File: config.mk
export PLATFORM = sky130hd
export DESIGN_NAME = dbp_dbx_enc_dbuf_flat
export DESIGN_NICKNAME = d
export VERILOG_FILES = /design/src/rtl/dbp_dbx_enc_dbuf_if.sv /design/src/rtl/dbp_dbx_enc_dbuf.sv /design/src/flat_wrapper.sv
export SDC_FILE = /design/constraint.sdc
export NUM_CORES = 1
export LEC_CHECK = 0
export CAP_MARGIN = 15
export CORE_AREA = 2 2 147 120
export CTS_BUF_LIST = sky130_fd_sc_hd__clkbuf_8
export CTS_CLUSTER_DIAMETER = 50
export CTS_CLUSTER_SIZE = 16
export DETAILED_ROUTE_END_ITERATION = 10
export DIE_AREA = 0 0 149 122
export PLACE_DENSITY = 0.57
export SETUP_SLACK_MARGIN = 0.3
export SLEW_MARGIN = 0
export SYNTH_ARGS = -nofsm -noshare
export SYNTH_HDL_FRONTEND = slang
export SYNTH_SLANG_ARGS = --single-unit
File: constraint.sdc
create_clock -name clk_i -period 3.2 [get_ports clk_i]
set_clock_uncertainty 0.15 [all_clocks]
set_input_delay 0.64 -clock clk_i [delete_from_list [all_inputs] [get_ports clk_i]]
set_output_delay 0.64 -clock clk_i [all_outputs]
set_load 0.005 [all_outputs]
File: src/rtl/dbp_dbx_enc_dbuf_if.sv
// Stream interface of the delta/bit-plane encoder front end: word input side and block output side.
// Raw-mode tag signals exist only when DBP_ENC_RAW_MODE_EN is defined.
interface dbp_dbx_enc_dbuf_if #(
    parameter int DATA_W     = 8,
    parameter int BLOCK_SIZE = 8
);
    logic [DATA_W-1:0]                       data_i;
    logic                                    vld_i;
    logic                                    flush_i;
    logic                                    rdy_o;
    logic [DATA_W-1:0]                       base_o;
    logic [(DATA_W+1)*(BLOCK_SIZE-1)-1:0]    dbp_o;
    logic                                    vld_o;
    logic                                    rdy_i;
    logic                                    flush_o;
    logic                                    idle_o;
`ifdef DBP_ENC_RAW_MODE_EN
    logic                                    raw_i;
    logic                                    raw_o;

    modport slave (
        input  data_i, vld_i, flush_i, rdy_i, raw_i,
        output rdy_o, base_o, dbp_o, vld_o, flush_o, idle_o, raw_o
    );
    modport master (
        output data_i, vld_i, flush_i, rdy_i, raw_i,
        input  rdy_o, base_o, dbp_o, vld_o, flush_o, idle_o, raw_o
    );
`else
    modport slave (
        input  data_i, vld_i, flush_i, rdy_i,
        output rdy_o, base_o, dbp_o, vld_o, flush_o, idle_o
    );
    modport master (
        output data_i, vld_i, flush_i, rdy_i,
        input  rdy_o, base_o, dbp_o, vld_o, flush_o, idle_o
    );
`endif
endinterface

File: src/rtl/dbp_dbx_enc_dbuf.sv
// Delta + bit-plane transposition front end of the EBPC encoder with a double-buffered output block.
// Optional raw (non-delta) block mode is enabled by defining DBP_ENC_RAW_MODE_EN.
module dbp_dbx_enc_dbuf #(
    parameter int DATA_W     = 8,
    parameter int BLOCK_SIZE = 8
) (
    input  logic                  clk_i,
    input  logic                  rst_ni,
    dbp_dbx_enc_dbuf_if.slave     bus
);
    localparam int ND    = BLOCK_SIZE - 1;
    localparam int DW1   = DATA_W + 1;
    localparam int CNT_W = $clog2(BLOCK_SIZE + 1);
    localparam logic [CNT_W-1:0] LAST_CNT = CNT_W'(ND);

    typedef enum logic [2:0] {EMPTY, FILL, FULL, PAD, FLUSH_WAIT} state_e;

    state_e             state_q, state_d;
    logic [CNT_W-1:0]   cnt_q, cnt_d;
    logic               flush_pend_q, flush_pend_d;
    logic [DATA_W-1:0]  prev_q, base_q;
    logic [DW1-1:0]     sh_q [ND];
    logic [DW1-1:0]     sh_d [ND];
    logic               raw_q;
    logic               out_vld_q, out_raw_q;
    logic [DATA_W-1:0]  out_base_q;
    logic [DW1*ND-1:0]  out_dbp_q, dbp_pack;
    logic               rdy, in_hs, out_free, xfer, shift_en, flush_pulse;
    logic [DW1-1:0]     shift_val;

    assign rdy      = (state_q == EMPTY) || (state_q == FILL);
    assign in_hs    = bus.vld_i && rdy;
    assign out_free = !out_vld_q || bus.rdy_i;
    assign shift_en = ((state_q == FILL) && in_hs) || (state_q == PAD);

    // Deltas are formed one bit wider than the data so they can never overflow.
    always_comb begin
        shift_val = '0;
        if (state_q == FILL) begin
            if (raw_q)
                shift_val = {bus.data_i[DATA_W-1], bus.data_i};
            else
                shift_val = {bus.data_i[DATA_W-1], bus.data_i} - {prev_q[DATA_W-1], prev_q};
        end
    end

    always_comb begin
        for (int i = 0; i < ND; i++) sh_d[i] = sh_q[i];
        if (shift_en) begin
            for (int i = 0; i < ND - 1; i++) sh_d[i] = sh_q[i+1];
            sh_d[ND-1] = shift_val;
        end
    end

    // The oldest delta ends up in sh_d[0] and lands in the MSB of each plane.
    always_comb begin
        dbp_pack = '0;
        for (int p = 0; p < DW1; p++)
            for (int j = 0; j < ND; j++)
                dbp_pack[p*ND + j] = sh_d[ND-1-j][p];
    end

    always_comb begin
        state_d      = state_q;
        cnt_d        = cnt_q;
        flush_pend_d = flush_pend_q;
        xfer         = 1'b0;
        flush_pulse  = 1'b0;
        case (state_q)
            EMPTY: begin
                if (in_hs) begin
                    cnt_d   = CNT_W'(1);
                    state_d = bus.flush_i ? PAD : FILL;
                end else if (bus.flush_i) begin
                    if (!out_vld_q) flush_pulse = 1'b1;
                    else            state_d     = FLUSH_WAIT;
                end
            end
            FILL: begin
                if (in_hs && (cnt_q == LAST_CNT)) begin
                    if (out_free) begin
                        xfer    = 1'b1;
                        cnt_d   = '0;
                        state_d = bus.flush_i ? FLUSH_WAIT : EMPTY;
                    end else begin
                        cnt_d        = cnt_q + 1'b1;
                        state_d      = FULL;
                        flush_pend_d = bus.flush_i;
                    end
                end else begin
                    if (in_hs) cnt_d = cnt_q + 1'b1;
                    if (bus.flush_i) state_d = PAD;
                end
            end
            FULL: begin
                if (out_free) begin
                    xfer         = 1'b1;
                    cnt_d        = '0;
                    state_d      = flush_pend_q ? FLUSH_WAIT : EMPTY;
                    flush_pend_d = 1'b0;
                end
            end
            PAD: begin
                cnt_d = cnt_q + 1'b1;
                if (cnt_q == LAST_CNT) begin
                    if (out_free) begin
                        xfer    = 1'b1;
                        cnt_d   = '0;
                        state_d = FLUSH_WAIT;
                    end else begin
                        state_d      = FULL;
                        flush_pend_d = 1'b1;
                    end
                end
            end
            FLUSH_WAIT: begin
                if (!out_vld_q) begin
                    flush_pulse = 1'b1;
                    state_d     = EMPTY;
                end
            end
            default: state_d = EMPTY;
        endcase
    end

    always_ff @(posedge clk_i or negedge rst_ni) begin
        if (!rst_ni) begin
            state_q      <= EMPTY;
            cnt_q        <= '0;
            flush_pend_q <= 1'b0;
        end else begin
            state_q      <= state_d;
            cnt_q        <= cnt_d;
            flush_pend_q <= flush_pend_d;
        end
    end

    always_ff @(posedge clk_i or negedge rst_ni) begin
        if (!rst_ni) begin
            prev_q <= '0;
            base_q <= '0;
            raw_q  <= 1'b0;
            for (int i = 0; i < ND; i++) sh_q[i] <= '0;
        end else begin
            if (in_hs) prev_q <= bus.data_i;
            if (in_hs && (state_q == EMPTY)) begin
                base_q <= bus.data_i;
`ifdef DBP_ENC_RAW_MODE_EN
                raw_q  <= bus.raw_i;
`else
                raw_q  <= 1'b0;
`endif
            end
            for (int i = 0; i < ND; i++) sh_q[i] <= sh_d[i];
        end
    end

    // Loading on the same edge a held block drains keeps the output bubble-free.
    always_ff @(posedge clk_i or negedge rst_ni) begin
        if (!rst_ni) begin
            out_vld_q  <= 1'b0;
            out_raw_q  <= 1'b0;
            out_base_q <= '0;
            out_dbp_q  <= '0;
        end else if (xfer) begin
            out_vld_q  <= 1'b1;
            out_raw_q  <= raw_q;
            out_base_q <= base_q;
            out_dbp_q  <= dbp_pack;
        end else if (bus.rdy_i) begin
            out_vld_q  <= 1'b0;
        end
    end

    assign bus.rdy_o   = rdy;
    assign bus.vld_o   = out_vld_q;
    assign bus.base_o  = out_base_q;
    assign bus.dbp_o   = out_dbp_q;
    assign bus.flush_o = flush_pulse;
    assign bus.idle_o  = (state_q == EMPTY) && !out_vld_q && !bus.vld_i;
`ifdef DBP_ENC_RAW_MODE_EN
    assign bus.raw_o   = out_raw_q;
`else
    logic unused_raw;
    assign unused_raw = out_raw_q;
`endif

endmodule

File: src/flat_wrapper.sv
// flat-port wrapper written by rule: the top's interface ports become plain ports
module dbp_dbx_enc_dbuf_flat 
#(
    parameter int DATA_W     = 8,
    parameter int BLOCK_SIZE = 8
)
  (clk_i, rst_ni, bus_data_i, bus_vld_i, bus_flush_i, bus_rdy_i, bus_rdy_o, bus_base_o, bus_dbp_o, bus_vld_o, bus_flush_o, bus_idle_o);
  dbp_dbx_enc_dbuf_if #(.DATA_W(DATA_W), .BLOCK_SIZE(BLOCK_SIZE)) bus_i ();
  input  logic clk_i;
  input  logic rst_ni;
  input wire logic [$bits(bus_i.data_i)-1:0] bus_data_i;
  input wire logic [$bits(bus_i.vld_i)-1:0] bus_vld_i;
  input wire logic [$bits(bus_i.flush_i)-1:0] bus_flush_i;
  input wire logic [$bits(bus_i.rdy_i)-1:0] bus_rdy_i;
  output wire logic [$bits(bus_i.rdy_o)-1:0] bus_rdy_o;
  output wire logic [$bits(bus_i.base_o)-1:0] bus_base_o;
  output wire logic [$bits(bus_i.dbp_o)-1:0] bus_dbp_o;
  output wire logic [$bits(bus_i.vld_o)-1:0] bus_vld_o;
  output wire logic [$bits(bus_i.flush_o)-1:0] bus_flush_o;
  output wire logic [$bits(bus_i.idle_o)-1:0] bus_idle_o;
  assign bus_i.data_i = bus_data_i;
  assign bus_i.vld_i = bus_vld_i;
  assign bus_i.flush_i = bus_flush_i;
  assign bus_i.rdy_i = bus_rdy_i;
  assign bus_rdy_o = bus_i.rdy_o;
  assign bus_base_o = bus_i.base_o;
  assign bus_dbp_o = bus_i.dbp_o;
  assign bus_vld_o = bus_i.vld_o;
  assign bus_flush_o = bus_i.flush_o;
  assign bus_idle_o = bus_i.idle_o;
  dbp_dbx_enc_dbuf #(.DATA_W(DATA_W), .BLOCK_SIZE(BLOCK_SIZE)) u_core (.clk_i(clk_i), .rst_ni(rst_ni), .bus(bus_i));
endmodule
==> results.tsv, run 1 <==
stage	metric	value	unit
final_layout	ANT cells	0	
placed_design	I/O Buffers	87	
drt	Starting DRT DRC Count	355	
clock_tree	CTS Buf Count	17	
critical_path	Crit Path Category	input port to output port	
clock_tree	post-CTS setup buffers	0	
drt	Via Count	4875	
clock_tree	Clock Path Buffers	2	
synthesis	EDFF count, synth	0	
critical_path	slowest stage cell on the critical path	clkdlybuf4s50_1	
placed_design	Placer Congestion	0.819	
critical_path	kind of start point of the critical path	input port	
synthesis	top_reg_cell synth	dfrtp_1	
global_routing	initial antenna violation count	0	
floorplan	# IOs	88	
critical_path	FF-to-FF End	u_core.bus.dbp_o[57]$_DFFE_PN0P_	
outcome	status	finished, final reports clean	
synthesis	biggest area consumer among synthesized cells	dfrtp_1	
floorplan	Row Count	43	
drt	Routed Antenna Nets	0	
drt	DR DRC count	0	
floorplan	die width	149	µm
placed_design	cell count after placement	943	
clock_tree	Worst-Skew Late Latency	0.45	ns
sta	period utilization	0.896	
floorplan	core area	16900	µm²
synthesis	top cells by count, synth	nand2_1, dfrtp_1, nor2_1, a31oi_1, mux2_2	
sta	Peak Freq	0.349	GHz
drt	Routed wire per std cell	14.4	µm
sta	count of final max-slew check failures	0	
global_routing	grt ovf	0	
sta	min Tclk post-route	2.87	ns
critical_path	Critical R2R Launch	u_core.cnt_q[0]$_DFFE_PN0P_	
critical_path	Worst EP required	2.41	ns
global_routing	largest net degree at the start of global routing	76	
synthesis	Gate Count Post-Synth	651	
power_and_ir_drop	Power Density	1050	nW/µm²
final_layout	layout cell share with drive strength beyond 1	0.103	
synthesis	Synth area leaders	dfrtp_1, nand2_1, a31oi_1	
clock_tree	clk root buf	clkbuf_8	
critical_path	CP delay by family, top	buffers and inverters	
synthesis	register area share after synthesis	0.606	
critical_path	Critical Path Fanout Max	3	
global_routing	number of global-route vias before repair	4840	
synthesis	Syn. warnings	0	
clock_tree	Worst-path clk slew	0.08	ns
synthesis	Avg Cell Area, Syn	10.1	µm²
final_layout	non-filler instance count after layout	975	
sta	relative slew slack	0.534	
critical_path	CP max stage delay	0.53	ns
critical_path	worst path cell trace	clkdlybuf4s50_1, nor3_1, nor3b_1, clkdlybuf4s50_1	
synthesis	Post-Syn Area	6570	µm²
clock_tree	htree depth	4	
sta	final-report setup violation count	0	
floorplan	die area	18200	µm²
floorplan	chip height	122	µm
global_routing	GR Util All Layers	0.168	
synthesis	top-count cell post-synth	nand2_1	
synthesis	Syn Nets	674	
flow_run	total of max-cap violations	0	
synthesis	post-synth top area share	0.606	
drt	router iterations before antenna repair	5	
final_layout	P&R area growth vs syn	23.3	%
drt	final wirelength	14100	µm
synthesis	ys async rst share	1.00	
sta	slew at the pin closest to its max-slew limit	0.700	ns
synthesis	Netlist cell types	45	
sta	unrepaired setup endpoints after global routing	true	
global_routing	first-pass GRT wire length	23900	µm
clock_tree	CTS tree	built	
synthesis	register bit total from synthesis	159	
drt	vias per cell	5.00	
sta	setup TNS	0	ns
critical_path	cell mode on critical path	clkdlybuf4s50_1	
critical_path	worst path bufs/invs	2	
power_and_ir_drop	worst vdd ir	0.472	mV
critical_path	R2R cell count	7	
hold_path	worst hold path class	input port to asynchronous set/reset pin	
placed_design	hpwl dp	9470	µm
clock_tree	# hold bufs at CTS	0	
clock_tree	Clock Sinks	159	
sta	Hold Fails Final Rpt	0	
critical_path	Worst Path Arrival	2.08	ns
critical_path	register-to-register setup slack	0.82	ns
floorplan	Initial Util	0.389	
power_and_ir_drop	Lkg Pwr	3.75	nW
final_layout	fin nets	760	
critical_path	Critical Path End Type	output port	
==> cells in the final DEF (no fill, tap or decap), types with 4 or more instances in the layout <==
cell | synthesis | layout
nand2_1 | 190 | 190
dfrtp_1 | 159 | 157
clkdlybuf4s50_1 | 0 | 86
nor2_1 | 70 | 69
a31oi_1 | 62 | 62
mux2_2 | 22 | 22
o21ai_0 | 21 | 20
clkbuf_8 | 0 | 18
inv_1 | 11 | 12
a21oi_1 | 11 | 11
ha_1 | 9 | 9
buf_4 | 6 | 8
nor2b_1 | 7 | 7
nand2b_1 | 6 | 6
buf_12 | 0 | 6
nand3_1 | 5 | 5
a21o_1 | 4 | 4
nor3_1 | 4 | 4
clkinvlp_4 | 0 | 4
clkinv_4 | 0 | 4
==> worst register-to-register path, stage by stage, from the launching register on <==
cell,delay [ns]
dfrtp_1,0.40
ha_1,0.24
nand3b_1,0.22
a2111oi_4,0.49
buf_12,0.30
buf_4,0.29
nor2_1,0.06
a31oi_1,0.15
==> through the flow <==
step / hold slack (ns) / worst slack [ns] / cell area, µm² / utilization / power (W)
6_report: 0.0510 / 0.334 / 8100 / 0.479 / 0.00852
4_1_cts: 0.0581 / 0.324 / 8100 / 0.479 / 0.00865
5_1_grt: 0.0902 / 0.246 / 8100 / 0.479 / 0.00928
3_5_place_dp: 0.312 / 0.256 / 7730 / 0.457 / 0.00723
3_3_place_gp: 0.302 / 0.329 / 7730 / 0.457 / 0.00713
2_1_floorplan: 0.194 / 0.960 / 6570 / - / 0.00555
==> worst max-delay path by stage <==
stage | end | startpoint | depth (start not counted)
2_1_floorplan | u_core.bus.dbp_o[56]$_DFFE_PN0P_ | bus_data_i[0] | 8
3_3_place_gp | u_core.bus.dbp_o[56]$_DFFE_PN0P_ | bus_data_i[0] | 9
3_5_place_dp | u_core.bus.dbp_o[56]$_DFFE_PN0P_ | bus_data_i[0] | 9
4_1_cts | bus_idle_o | bus_vld_i | 4
5_1_grt | bus_idle_o | bus_vld_i | 4
6_report | bus_idle_o | bus_vld_i | 4
==> report_power, final <==
part / internal (W) / leakage (nW) / switching, W
Sequential: 0.00293 / 1.99 / 0.000591
Combinational: 0.00185 / 1.58 / 0.00178
Clock: 0.000632 / 0.184 / 0.000742
==> layout make-up <==
cell class	instances	area, µm²
multi-input cells	447	2370
inverters	11	41.3
clock buffers	18	248
well taps	225	282
flip-flops and latches	159	3980
repair buffers	101	1050
fillers	1601	8790
clock inverters	14	121
==> logic make-up (layout without fill, tap and decap cells) <==
family,after synthesis,count (layout),synth area share
xor+xnor,3,3,0.00400
flops,159,159,0.606
compound gates,116,116,0.112
simple gates,296,296,0.184
buf+inv,45,144,0.0354
fa+ha+maj,10,10,0.0202
mux,22,22,0.0377
==> state kept, by name, indices dropped and copies added (netlist names) <==
signal               flops
u_core.state_q           3
u_core.flush_pend_q      1
u_core.bus.vld_o         1
u_core.bus.base_o        8
u_core.base_q            8
u_core.sh_q             63
u_core.bus.dbp_o        63
u_core.cnt_q             4
u_core.prev_q            8
==> what timing repair did <==
item,4_1_cts,5_1_grt
endpoints found under the hold margin,0,0
endpoints found under the setup margin,2,2
pin swaps,0,0
resized for setup,2,1
cloned,0,0
==> metal layers <==
metal	share of wire	vias up	GRT usage	routed length [µm]
met1	0.47	2396	0.228	6620
li1	-	2380	-	-
met5	0	-	0	0
met2	0.47	86	0.262	6670
met3	0.045	13	0.0449	630
met4	0.011	0	0.0589	157
(Power assumes the default switching activity.)
==> run 2, diff against run 1 <==
CAP_MARGIN = 20   (was 15)
CORE_AREA = 2 2 185 150   (was 2 2 147 120)
DIE_AREA = 0 0 187 152   (was 0 0 149 122)
PLACE_DENSITY = 0.39   (was 0.57)
==> run 2 against run 1 <==
Against the previous run: combinational power grew 2%; register-to-register slack got worse by 0.07 ns; highest routed layer unchanged; flip-flop and latch count is the same; sequential share of layout area down 1.4 points; die area increased by 56%.
==> results.tsv, run 2 (synthesis gave the netlist of run 1 again) <==
stage	metric	value	unit
sta	min Tclk post-route	2.84	ns
floorplan	chip height	152	µm
power_and_ir_drop	Lkg Pwr	3.78	nW
sta	period utilization	0.888	
floorplan	# IOs	88	
global_routing	largest net degree at the start of global routing	66	
critical_path	Crit Path Category	input port to output port	
critical_path	CP max stage delay	0.57	ns
critical_path	slowest stage cell on the critical path	clkdlybuf4s50_1	
drt	final wirelength	15700	µm
sta	unrepaired setup endpoints after global routing	true	
final_layout	P&R area growth vs syn	27.0	%
power_and_ir_drop	Power Density	1060	nW/µm²
drt	Routed Antenna Nets	0	
critical_path	cell mode on critical path	clkdlybuf4s50_1	
sta	relative slew slack	0.543	
floorplan	die width	187	µm
drt	vias per cell	4.43	
critical_path	worst path cell trace	clkdlybuf4s50_1, a21oi_1, nor4_1, clkdlybuf4s50_1	
sta	final-report setup violation count	0	
drt	Routed wire per std cell	14.1	µm
hold_path	hold path cells	2	
sta	Peak Freq	0.352	GHz
floorplan	Initial Util	0.245	
power_and_ir_drop	worst vdd ir	0.335	mV
floorplan	core area	26800	µm²
global_routing	grt ovf	0	
global_routing	initial antenna violation count	0	
power_and_ir_drop	Pwr Total	0.00884	W
critical_path	Critical Path End Type	output port	
clock_tree	Clock Path Buffers	2	
sta	setup TNS	0	ns
drt	Via Count	4934	
floorplan	die area	28400	µm²
clock_tree	Clock Sinks	159	
drt	DR DRC count	0	
global_routing	number of global-route vias before repair	4942	
final_layout	layout cell share with drive strength beyond 1	0.103	
hold_path	worst hold path class	flip-flop to flip-flop	
sta	Hold Fails Final Rpt	0	
placed_design	Placer Congestion	0.761	
critical_path	Worst EP required	2.41	ns
clock_tree	clk root buf	clkbuf_8	
critical_path	kind of start point of the critical path	input port	
clock_tree	Worst-Skew Late Latency	0.45	ns
final_layout	fin nets	761	
critical_path	worst path bufs/invs	2	
clock_tree	htree depth	4	
drt	router iterations before antenna repair	4	
outcome	status	finished, final reports clean	
clock_tree	Worst-path clk slew	0.08	ns
critical_path	R2R cell count	5	
placed_design	hpwl dp	10200	µm
drt	Starting DRT DRC Count	250	
global_routing	GR Util All Layers	0.116	
placed_design	I/O Buffers	87	
sta	count of final max-slew check failures	0	
final_layout	ANT cells	0	
critical_path	Critical Path Fanout Max	5	
critical_path	Worst Path Arrival	2.05	ns
clock_tree	CTS Buf Count	17	
critical_path	CP delay by family, top	buffers and inverters	
clock_tree	CTS tree	built	
critical_path	Crit path depth	4	
global_routing	first-pass GRT wire length	26500	µm
final_layout	most common cell after layout, fill and taps aside	nand2_1	
floorplan	Row Count	54	
sta	slew at the pin closest to its max-slew limit	0.685	ns
flow_run	total of max-cap violations	0	
final_layout	commonest non-fill, non-tap cells in the layout	nand2_1, dfrtp_1, clkdlybuf4s50_1	
run 2: cell count changes in the layout (fill, tap and decap cells not counted), sizes merged:
cell         before  now
clkinvlp          4    3
bufinv            1    4
clkinv            6    2
inv              14   15
dlygate4sd3       0    1
run 2: area by class of cell:
type                    count  area [µm²]
clock buffers              18         248
clock inverters            13         186
fillers                  2822       18500
inverters                  11        41.3
multi-input cells         447        2380
flip-flops and latches    159        3980
well taps                 364         455
repair buffers            102        1050
run 2: routing by layer:
metal	wire [µm]	GRT usage	vias to the layer above
met5	0	0	-
met4	174	0.0329	0
met3	648	0.0310	15
met2	7030	0.178	92
met1	7860	0.160	2438
li1	-	-	2389
run 2: repair_timing:
item                                    4_1_cts  5_1_grt
endpoints found under the hold margin        44        0
resized for setup                             0        3
buffers inserted                              0        0
endpoints found under the setup margin        0        2
hold buffers                                  1        0
run 2: power by group:
part / switching, W / internal, W / total, W
Clock: 0.000775 / 0.000871 / 0.00165
Combinational: 0.00186 / 0.00184 / 0.00370
Sequential: 0.000571 / 0.00293 / 0.00350
Total: 0.00321 / 0.00564 / 0.00884
run 2: final timing paths:
kind / startpoint / slack (ns) / to
max in group asynchronous: rst_ni / 1.63 / u_core.sh_q[18]$_DFF_PN0_
worst min register to register: u_core.sh_q[61]$_DFF_PN0_ / 0.33 / u_core.sh_q[61]$_DFF_PN0_
worst max-delay path: bus_flush_i / 0.36 / bus_flush_o
worst min-delay path: u_core.sh_q[61]$_DFF_PN0_ / 0.33 / u_core.sh_q[61]$_DFF_PN0_
min in group asynchronous: rst_ni / 0.55 / u_core.bus.base_o[0]$_DFFE_PN0P_
worst max register to register: u_core.state_q[0]$_DFFE_PN0P_ / 0.75 / u_core.bus.dbp_o[43]$_DFFE_PN0P_
run 2: tightest hold or removal path, cell delays in order (launching register included):
cell and delay, ns:
dfrtp_1 0.33, nand2_1 0.06, nand2_1 0.06
run 2: per-stage QoR:
stage	util	setup slack (ns)	hold slack [ns]	area, µm²	cells
after detailed placement	0.294	0.205	0.308	7890	1082
after global routing	0.311	0.270	0.354	8340	1114
after floorplan	-	0.960	0.194	6570	651
after global placement	0.294	0.273	0.303	7890	1082
final	0.311	0.358	0.326	8340	1114
after CTS	0.311	0.320	0.328	8330	1114
